[src/rtl/dma_desc_splitter_if.sv]
// Command, descriptor and status signals of the DMA descriptor splitter.
// slave = the splitter itself, master = the command/engine side.
interface dma_desc_splitter_if;
    logic         cmd_valid;
    logic         cmd_ready;
    logic [63:0]  cmd_sys_addr;
    logic [63:0]  cmd_card_addr;
    logic [31:0]  cmd_bcount;
    logic         abort_req;

    logic         desc_req;
    logic         desc_ready;
    logic [31:0]  desc_ptr;
    logic [255:0] desc_data;
    logic         desc_abort;
    logic         desc_abort_ack;
    logic         desc_done;
    logic [159:0] desc_done_status;

    logic         sts_valid;
    logic [159:0] sts_data;
    logic         sts_err;
    logic         sts_aborted;

    modport slave (
        input  cmd_valid,
        output cmd_ready,
        input  cmd_sys_addr,
        input  cmd_card_addr,
        input  cmd_bcount,
        input  abort_req,
        output desc_req,
        input  desc_ready,
        output desc_ptr,
        output desc_data,
        output desc_abort,
        input  desc_abort_ack,
        input  desc_done,
        input  desc_done_status,
        output sts_valid,
        output sts_data,
        output sts_err,
        output sts_aborted
    );

    modport master (
        output cmd_valid,
        input  cmd_ready,
        output cmd_sys_addr,
        output cmd_card_addr,
        output cmd_bcount,
        output abort_req,
        input  desc_req,
        output desc_ready,
        input  desc_ptr,
        input  desc_data,
        input  desc_abort,
        output desc_abort_ack,
        output desc_done,
        output desc_done_status,
        input  sts_valid,
        input  sts_data,
        input  sts_err,
        input  sts_aborted
    );
endinterface

[src/rtl/dma_desc_splitter.sv]
// Splits a DMA command into block-mode descriptors that never cross a
// 2^DMA_REMAIN system-address boundary, tracks completions, reports status.
module dma_desc_splitter #(
    parameter int DMA_REMAIN   = 12,
    parameter int WAIT_DONE_EN = 1
) (
    input logic                 clk,
    input logic                 rst_n,
    dma_desc_splitter_if.slave  bus
);

    localparam logic [31:0] DMA_BYTES = 32'(1) << DMA_REMAIN;

    typedef enum logic [2:0] {
        IDLE,
        CALC,
        ISSUE,
        WAIT_LOW,
        WAIT_DONE,
        ABORT,
        REPORT
    } state_t;

    state_t         state_q;
    logic [63:0]    sys_q;
    logic [63:0]    card_q;
    logic [31:0]    remain_q;
    logic [31:0]    xfer_q;
    logic [31:0]    num_desc_q;
    logic [31:0]    num_done_q;
    logic [31:0]    done_bcount_q;
    logic [159:0]   status_q;
    logic           err_q;
    logic           aborted_q;

    logic           cmd_ready_q;
    logic           desc_req_q;
    logic           desc_abort_q;
    logic [255:0]   desc_data_q;
    logic           sts_valid_q;
    logic           sts_err_q;
    logic           sts_aborted_q;
    logic [159:0]   sts_data_q;

    logic [31:0]    offset_d;
    logic [31:0]    room_d;
    logic [31:0]    xfer_d;
    logic           first_d;
    logic           last_d;
    logic           done_hit;
    logic           abort_hit;
    logic [31:0]    num_done_d;
    logic [31:0]    done_bcount_d;
    logic [159:0]   status_d;

    assign offset_d = {{(32-DMA_REMAIN){1'b0}}, sys_q[DMA_REMAIN-1:0]};
    assign room_d   = DMA_BYTES - offset_d;

    always_comb begin
        xfer_d  = (remain_q < room_d) ? remain_q : room_d;
        first_d = (num_desc_q == 32'd0);
        last_d  = (xfer_d == remain_q);
    end

    // Completions count in every active state, even on an accept edge.
    assign done_hit  = bus.desc_done && (state_q != IDLE);
    assign abort_hit = bus.abort_req
                     && (state_q != IDLE)
                     && (state_q != REPORT)
                     && (state_q != ABORT);

    always_comb begin
        num_done_d    = num_done_q;
        done_bcount_d = done_bcount_q;
        status_d      = status_q;
        if (done_hit) begin
            num_done_d    = num_done_q + 32'd1;
            done_bcount_d = done_bcount_q + bus.desc_done_status[63:32];
            status_d      = bus.desc_done_status;
        end
    end

    always_ff @(posedge clk) begin
        if (!rst_n) begin
            state_q       <= IDLE;
            sys_q         <= '0;
            card_q        <= '0;
            remain_q      <= '0;
            xfer_q        <= '0;
            num_desc_q    <= '0;
            num_done_q    <= '0;
            done_bcount_q <= '0;
            status_q      <= '0;
            err_q         <= 1'b0;
            aborted_q     <= 1'b0;
            cmd_ready_q   <= 1'b1;
            desc_req_q    <= 1'b0;
            desc_abort_q  <= 1'b0;
            desc_data_q   <= '0;
            sts_valid_q   <= 1'b0;
            sts_err_q     <= 1'b0;
            sts_aborted_q <= 1'b0;
            sts_data_q    <= '0;
        end else begin
            sts_valid_q   <= 1'b0;
            num_done_q    <= num_done_d;
            done_bcount_q <= done_bcount_d;
            status_q      <= status_d;
            if (abort_hit) begin
                desc_req_q   <= 1'b0;
                desc_abort_q <= 1'b1;
                state_q      <= ABORT;
            end else begin
                unique case (state_q)
                    IDLE: begin
                        if (bus.cmd_valid && cmd_ready_q) begin
                            cmd_ready_q   <= 1'b0;
                            sys_q         <= bus.cmd_sys_addr;
                            card_q        <= bus.cmd_card_addr;
                            remain_q      <= bus.cmd_bcount;
                            num_desc_q    <= '0;
                            num_done_q    <= '0;
                            done_bcount_q <= '0;
                            aborted_q     <= 1'b0;
                            err_q         <= (bus.cmd_bcount == 32'd0);
                            state_q       <= (bus.cmd_bcount == 32'd0)
                                             ? REPORT : CALC;
                        end
                    end
                    CALC: begin
                        xfer_q      <= xfer_d;
                        desc_data_q <= {64'd0, card_q, sys_q, xfer_d,
                                        20'd0, last_d, first_d,
                                        9'd0, last_d};
                        desc_req_q  <= 1'b1;
                        state_q     <= ISSUE;
                    end
                    ISSUE: begin
                        if (bus.desc_ready) begin
                            desc_req_q <= 1'b0;
                            sys_q      <= sys_q + {32'd0, xfer_q};
                            card_q     <= card_q + {32'd0, xfer_q};
                            remain_q   <= remain_q - xfer_q;
                            num_desc_q <= num_desc_q + 32'd1;
                            state_q    <= WAIT_LOW;
                        end
                    end
                    WAIT_LOW: begin
                        if (!bus.desc_ready) begin
                            if (remain_q != 32'd0)
                                state_q <= CALC;
                            else if (WAIT_DONE_EN != 0)
                                state_q <= WAIT_DONE;
                            else
                                state_q <= REPORT;
                        end
                    end
                    WAIT_DONE: begin
                        if ((num_done_q >= num_desc_q) && (remain_q == 32'd0))
                            state_q <= REPORT;
                    end
                    ABORT: begin
                        if (bus.desc_abort_ack) begin
                            desc_abort_q <= 1'b0;
                            aborted_q    <= 1'b1;
                            state_q      <= REPORT;
                        end
                    end
                    REPORT: begin
                        sts_valid_q   <= 1'b1;
                        sts_err_q     <= err_q;
                        sts_aborted_q <= aborted_q;
                        // Include a completion landing on this very edge.
                        if (WAIT_DONE_EN != 0)
                            sts_data_q <= {status_d[159:64], done_bcount_d,
                                           status_d[31:0]};
                        else
                            sts_data_q <= '0;
                        cmd_ready_q   <= 1'b1;
                        state_q       <= IDLE;
                    end
                    default: state_q <= IDLE;
                endcase
            end
        end
    end

    assign bus.cmd_ready   = cmd_ready_q;
    assign bus.desc_req    = desc_req_q;
    assign bus.desc_ptr    = 32'd0;
    assign bus.desc_data   = desc_data_q;
    assign bus.desc_abort  = desc_abort_q;
    assign bus.sts_valid   = sts_valid_q;
    assign bus.sts_data    = sts_data_q;
    assign bus.sts_err     = sts_err_q;
    assign bus.sts_aborted = sts_aborted_q;

endmodule

[src/flat_wrapper.sv]
// flat-port wrapper written by rule: the top's interface ports become plain ports
module dma_desc_splitter_flat 
#(
    parameter int DMA_REMAIN   = 12,
    parameter int WAIT_DONE_EN = 1
)
  (clk, rst_n, bus_cmd_valid, bus_cmd_ready, bus_cmd_sys_addr, bus_cmd_card_addr, bus_cmd_bcount, bus_abort_req, bus_desc_req, bus_desc_ready, bus_desc_ptr, bus_desc_data, bus_desc_abort, bus_desc_abort_ack, bus_desc_done, bus_desc_done_status, bus_sts_valid, bus_sts_data, bus_sts_err, bus_sts_aborted);
  dma_desc_splitter_if bus_i ();
  input logic clk;
  input logic rst_n;
  input wire logic [$bits(bus_i.cmd_valid)-1:0] bus_cmd_valid;
  output wire logic [$bits(bus_i.cmd_ready)-1:0] bus_cmd_ready;
  input wire logic [$bits(bus_i.cmd_sys_addr)-1:0] bus_cmd_sys_addr;
  input wire logic [$bits(bus_i.cmd_card_addr)-1:0] bus_cmd_card_addr;
  input wire logic [$bits(bus_i.cmd_bcount)-1:0] bus_cmd_bcount;
  input wire logic [$bits(bus_i.abort_req)-1:0] bus_abort_req;
  output wire logic [$bits(bus_i.desc_req)-1:0] bus_desc_req;
  input wire logic [$bits(bus_i.desc_ready)-1:0] bus_desc_ready;
  output wire logic [$bits(bus_i.desc_ptr)-1:0] bus_desc_ptr;
  output wire logic [$bits(bus_i.desc_data)-1:0] bus_desc_data;
  output wire logic [$bits(bus_i.desc_abort)-1:0] bus_desc_abort;
  input wire logic [$bits(bus_i.desc_abort_ack)-1:0] bus_desc_abort_ack;
  input wire logic [$bits(bus_i.desc_done)-1:0] bus_desc_done;
  input wire logic [$bits(bus_i.desc_done_status)-1:0] bus_desc_done_status;
  output wire logic [$bits(bus_i.sts_valid)-1:0] bus_sts_valid;
  output wire logic [$bits(bus_i.sts_data)-1:0] bus_sts_data;
  output wire logic [$bits(bus_i.sts_err)-1:0] bus_sts_err;
  output wire logic [$bits(bus_i.sts_aborted)-1:0] bus_sts_aborted;
  assign bus_i.cmd_valid = bus_cmd_valid;
  assign bus_cmd_ready = bus_i.cmd_ready;
  assign bus_i.cmd_sys_addr = bus_cmd_sys_addr;
  assign bus_i.cmd_card_addr = bus_cmd_card_addr;
  assign bus_i.cmd_bcount = bus_cmd_bcount;
  assign bus_i.abort_req = bus_abort_req;
  assign bus_desc_req = bus_i.desc_req;
  assign bus_i.desc_ready = bus_desc_ready;
  assign bus_desc_ptr = bus_i.desc_ptr;
  assign bus_desc_data = bus_i.desc_data;
  assign bus_desc_abort = bus_i.desc_abort;
  assign bus_i.desc_abort_ack = bus_desc_abort_ack;
  assign bus_i.desc_done = bus_desc_done;
  assign bus_i.desc_done_status = bus_desc_done_status;
  assign bus_sts_valid = bus_i.sts_valid;
  assign bus_sts_data = bus_i.sts_data;
  assign bus_sts_err = bus_i.sts_err;
  assign bus_sts_aborted = bus_i.sts_aborted;
  dma_desc_splitter #(.DMA_REMAIN(DMA_REMAIN), .WAIT_DONE_EN(WAIT_DONE_EN)) u_core (.clk(clk), .rst_n(rst_n), .bus(bus_i));
endmodule
[config.mk]
export PLATFORM = sky130hd
export DESIGN_NAME = dma_desc_splitter_flat
export DESIGN_NICKNAME = d
export VERILOG_FILES = /design/src/rtl/dma_desc_splitter_if.sv /design/src/rtl/dma_desc_splitter.sv /design/src/flat_wrapper.sv
export SDC_FILE = /design/constraint.sdc
export NUM_CORES = 2
export LEC_CHECK = 0
export CAP_MARGIN = 10
export CELL_PAD_IN_SITES_DETAIL_PLACEMENT = 1
export CELL_PAD_IN_SITES_GLOBAL_PLACEMENT = 1
export CORE_MARGIN = 1
export CORE_UTILIZATION = 35
export CTS_CLUSTER_SIZE = 40
export DETAILED_ROUTE_END_ITERATION = 8
export PLACE_DENSITY_LB_ADDON = 0.12
export SLEW_MARGIN = 20
export SYNTH_ARGS = -nofsm -noshare
export SYNTH_HDL_FRONTEND = slang
export SYNTH_SLANG_ARGS = --single-unit
[constraint.sdc]
create_clock -name clk -period 8.06 [get_ports clk]
set_input_delay 1.209 -clock clk [delete_from_list [all_inputs] [get_ports clk]]
set_output_delay 1.209 -clock clk [all_outputs]
set_load 0.02 [all_outputs]
==> summary.txt <==
Run status
  • Status: complete, no violations

Clock network
  • Root buf cell: clkbuf_16
  • # Post-CTS Setup Buffers: 0
  • Reg clk slew, reported paths: roughly 0.06 ns
  • CTS tree: built
  • Total CTS buffers: 85
  • Sink Count: slightly above 700
  • Hold buffers post-CTS: 0
  • # H-tree levels: 3
  • Later-pin clock latency in the skew report: 0.69 ns
  • Largest buffer count on any clock path: 3
  • Post-CTS sizing: 0

Power
  • Sequential share of power: 0.324
  • Logic pwr share: 0.415
  • PwrDens: about 330 nW/um2
  • Leakage: ~18 nW
  • Design internal power: ~9 mW
  • Clk network pwr share: 0.262
  • Worst vdd ir: 0.000227 V
  • Sw Share: 0.407
  • P_sw: between 6 and 7 mW

Logic synthesis
  • Synth top cells by count: nand2_1, dfxtp_1, a21oi_1
  • EDFF count, synth: 0
  • Synth top area share: 0.401
  • Most frequent cell after synthesis: nand2_1
  • Mapped Area: roughly 36,000 um2
  • Syn Inst Count: about 4,400
  • Post-Syn Area per Cell: between 8 and 9 um2
  • Async set-reset flop share out of synthesis: 0
  • Post-synth top area cell: dfxtp_1
  • Register bit count reported by yosys: just over 700
  • Library cells used by synthesis: 94
  • Ys Warns: 0
  • Seq/Total Area, Yosys: 0.401
  • Main flop type after synthesis: dfxtp_1
  • Synth area leaders: dfxtp_1, nand2_1, a21oi_1, ha_1, o22a_1

STA
  • Fmax: around 230 MHz
  • Normalized max-slew margin: 0.161
  • Worst slew pin tran: 1.26 ns
  • Clock skew: between 0.02 and 0.025 ns
  • Final hold viol count: 0
  • Fin Hold WS: 0.454 ns
  • RSZ-0062 raised after global routing: false
  • Minimum clock period: 4.41 ns
  • Slew Limit Fails: 0
  • Total negative slack: 0 ns
  • Setup violators final: 0
  • Final Cycle Share: 0.547

Global route
  • Initial antenna violation count: 18
  • Met1 Track Usage GR: 0.322
  • Top Usage Layer GRT: met2
  • All-Layer GR Usage: 0.260
  • Grt total ovfl: 0
  • M2 GR Usage: 0.442
  • Largest net degree at the start of global routing: roughly 180
  • First-pass GRT wire length: between 200,000 and 250,000 um
  • Number of global-route vias before repair: between 30,000 and 40,000
  • M3 GR Usage: 0.0690

Route
  • Routed vias: about 34,000
  • Detailed-router iteration count before antenna repair: 4
  • Detail Route Antenna Nets: 0
  • Total Routed Length: between 100,000 and 150,000 um
  • Detail-routed net length per standard cell: 21.9 um
  • DRT iter0 DRCs: between 1,500 and 2,000
  • DRC errors left: 0
  • Vias/cell: 5.35

Setup path
  • Critical Path Fanout Max: approximately 60
  • Register-to-register setup slack: ~3.7 ns
  • Crit end category: flop
  • R2r worst-path depth: 10
  • Worst setup SP type: flop
  • Required time worst endpoint: 8.64 ns
  • WS Path Type: flop to flop
  • Worst R2R Start: u_core.state_q[1]
  • FF-to-FF End: u_core.num_done_q[31]
  • Worst Path Arrival: 4.99 ns
  • Worst setup path end: u_core.num_done_q[31]
  • CP startpoint: u_core.state_q[1]

Flow run
  • Max Cap Viol: 0

Finish
  • Final core occ: 0.455
  • Fin nets: 5,431
  • Fin cells: 6,356
  • Fraction of layout cells with a size suffix above 1: 0.0427
  • Area Overhead vs Synth: 27.9%
  • Post-route cell area: 45,800 um2

Floorplanning
  • Core Area: just over 100,000 um2
  • Initial Util: 0.356
  • Chip height: 322 um
  • Die Width: about 320 um
  • Row cnt: 116
  • Die area: slightly above 100,000 um2
  • I/O pin count: 781

Placement
  • Placed cells: between 6,000 and 7,000
  • Final HPWL DP: roughly 100,000 um
  • Post-placement cell area: around 43,000 um2
  • Port Buf Inserts: about 660
  • GPL Wtd Cong: between 0.8 and 0.9

Min path
  • Type of the worst min-delay path: flop to flop
==> kinds of logic after synthesis <==
| group | Yosys count | synth area share |
|---|---|---|
| and+or+nand+nor | 1539 | 0.190 |
| AOI/OAI and AO/OA | 1287 | 0.231 |
| DFF | 717 | 0.401 |
| buffers and inverters | 515 | 0.0675 |
| adders and majority gates | 178 | 0.0630 |
| xor gates and xnor gates | 169 | 0.0413 |
| muxes | 25 | 0.00702 |
| other | 1 | 0.000105 |
==> metal layers <==
| metal | vias to the layer above | share of wire |
|---|---|---|
| met1 | 16602 | 0.43 |
| met5 | - | 0.00095 |
| met3 | 203 | 0.067 |
| li1 | 16423 | - |
| met2 | 769 | 0.47 |
| met4 | 22 | 0.024 |
==> sequential cells by signal (all words and copies together), names as in the netlist <==
| register | flops |
|---|---|
| u_core.bus.sts_valid | 1 |
| u_core.state_q | 3 |
| u_core.num_desc_q | 32 |
| u_core.bus.desc_data | 131 |
| u_core.bus.sts_aborted | 1 |
| u_core.done_bcount_q | 32 |
| u_core.bus.sts_data | 160 |
| u_core.xfer_q | 31 |
| u_core.bus.cmd_ready | 1 |
| u_core.card_q | 64 |
| u_core.status_q | 128 |
| u_core.bus.desc_abort | 1 |
| u_core.err_q | 1 |
| u_core.sys_q | 64 |
| u_core.bus.sts_err | 1 |
| u_core.bus.desc_req | 1 |
| u_core.aborted_q | 1 |
| u_core.num_done_q | 32 |
| u_core.remain_q | 32 |
==> layout by cell type (no fill, tap or decap), types with 30 or more instances in the layout <==
cell             instances
a21o_1                  93
dfxtp_1                717
conb_1                 125
a311oi_1                43
clkbuf_16               85
nor2_1                 292
and3_1                  44
a31oi_1                 44
clkbuf_8                30
xor2_1                  68
inv_1                  116
a21oi_1                524
nor4_1                  32
nand4_1                 60
o21ai_0                178
o22a_1                 129
nand2_1                785
nand3_1                103
ha_1                   174
clkdlybuf4s50_1        654
nor3_1                  76
xnor2_1                101
a211oi_1                59
==> power groups by stage <==
| stage | clock network [mW] | registers (mW) | logic (mW) |
|---|---|---|---|
| 2_1_floorplan | 0 | 4.94 | 4.23 |
| 6_report | 3.97 | 4.92 | 6.29 |
| 4_1_cts | 4.06 | 4.91 | 6.34 |
| 3_3_place_gp | 0 | 4.96 | 6.20 |
| 3_5_place_dp | 0 | 4.98 | 6.29 |
| 5_1_grt | 4.20 | 5.01 | 6.95 |
==> through the flow <==
stage	total power, mW	worst slack, ns
6_report	15.2	3.65
5_1_grt	16.2	3.29
4_1_cts	15.3	3.57
3_5_place_dp	11.3	3.05
3_3_place_gp	11.2	3.14
2_1_floorplan	9.17	4.18
==> worst min-delay path by stage <==
stage | depth (start not counted) | end | start
final | 2 | u_core.bus.desc_data[109] | u_core.bus.desc_data[109]
after global routing | 2 | u_core.bus.desc_data[121] | u_core.bus.desc_data[121]
after CTS | 2 | u_core.bus.desc_data[94] | u_core.bus.desc_data[94]
after detailed placement | 2 | u_core.bus.desc_data[94] | u_core.bus.desc_data[94]
after global placement | 2 | u_core.bus.sts_aborted | u_core.bus.sts_aborted
after floorplan | 2 | u_core.bus.sts_aborted | u_core.aborted_q
==> critical path, stage by stage, from the launching register on <==
cell,delay [ns]
dfxtp_1,0.84
or3_1,0.58
and2_4,0.78
nand4_1,0.39
nor2_1,0.26
nand4_1,0.21
nor2_1,0.27
and3_1,0.29
nand2b_1,0.17
or3_1,0.37
a21oi_1,0.13
==> final cells by class <==
| cell class | count | area (um2) |
|---|---|---|
| fill | 12132 | 54900 |
| clock buffer | 129 | 2590 |
| tap | 1357 | 1700 |
| inverter | 117 | 447 |
| sequential | 717 | 14400 |
| timing repair buffer | 682 | 6820 |
| antenna | 6 | 15.0 |
| clock inverter | 25 | 292 |
| multi-input combinational | 3323 | 19600 |
Power figures use the tool's default switching activity.
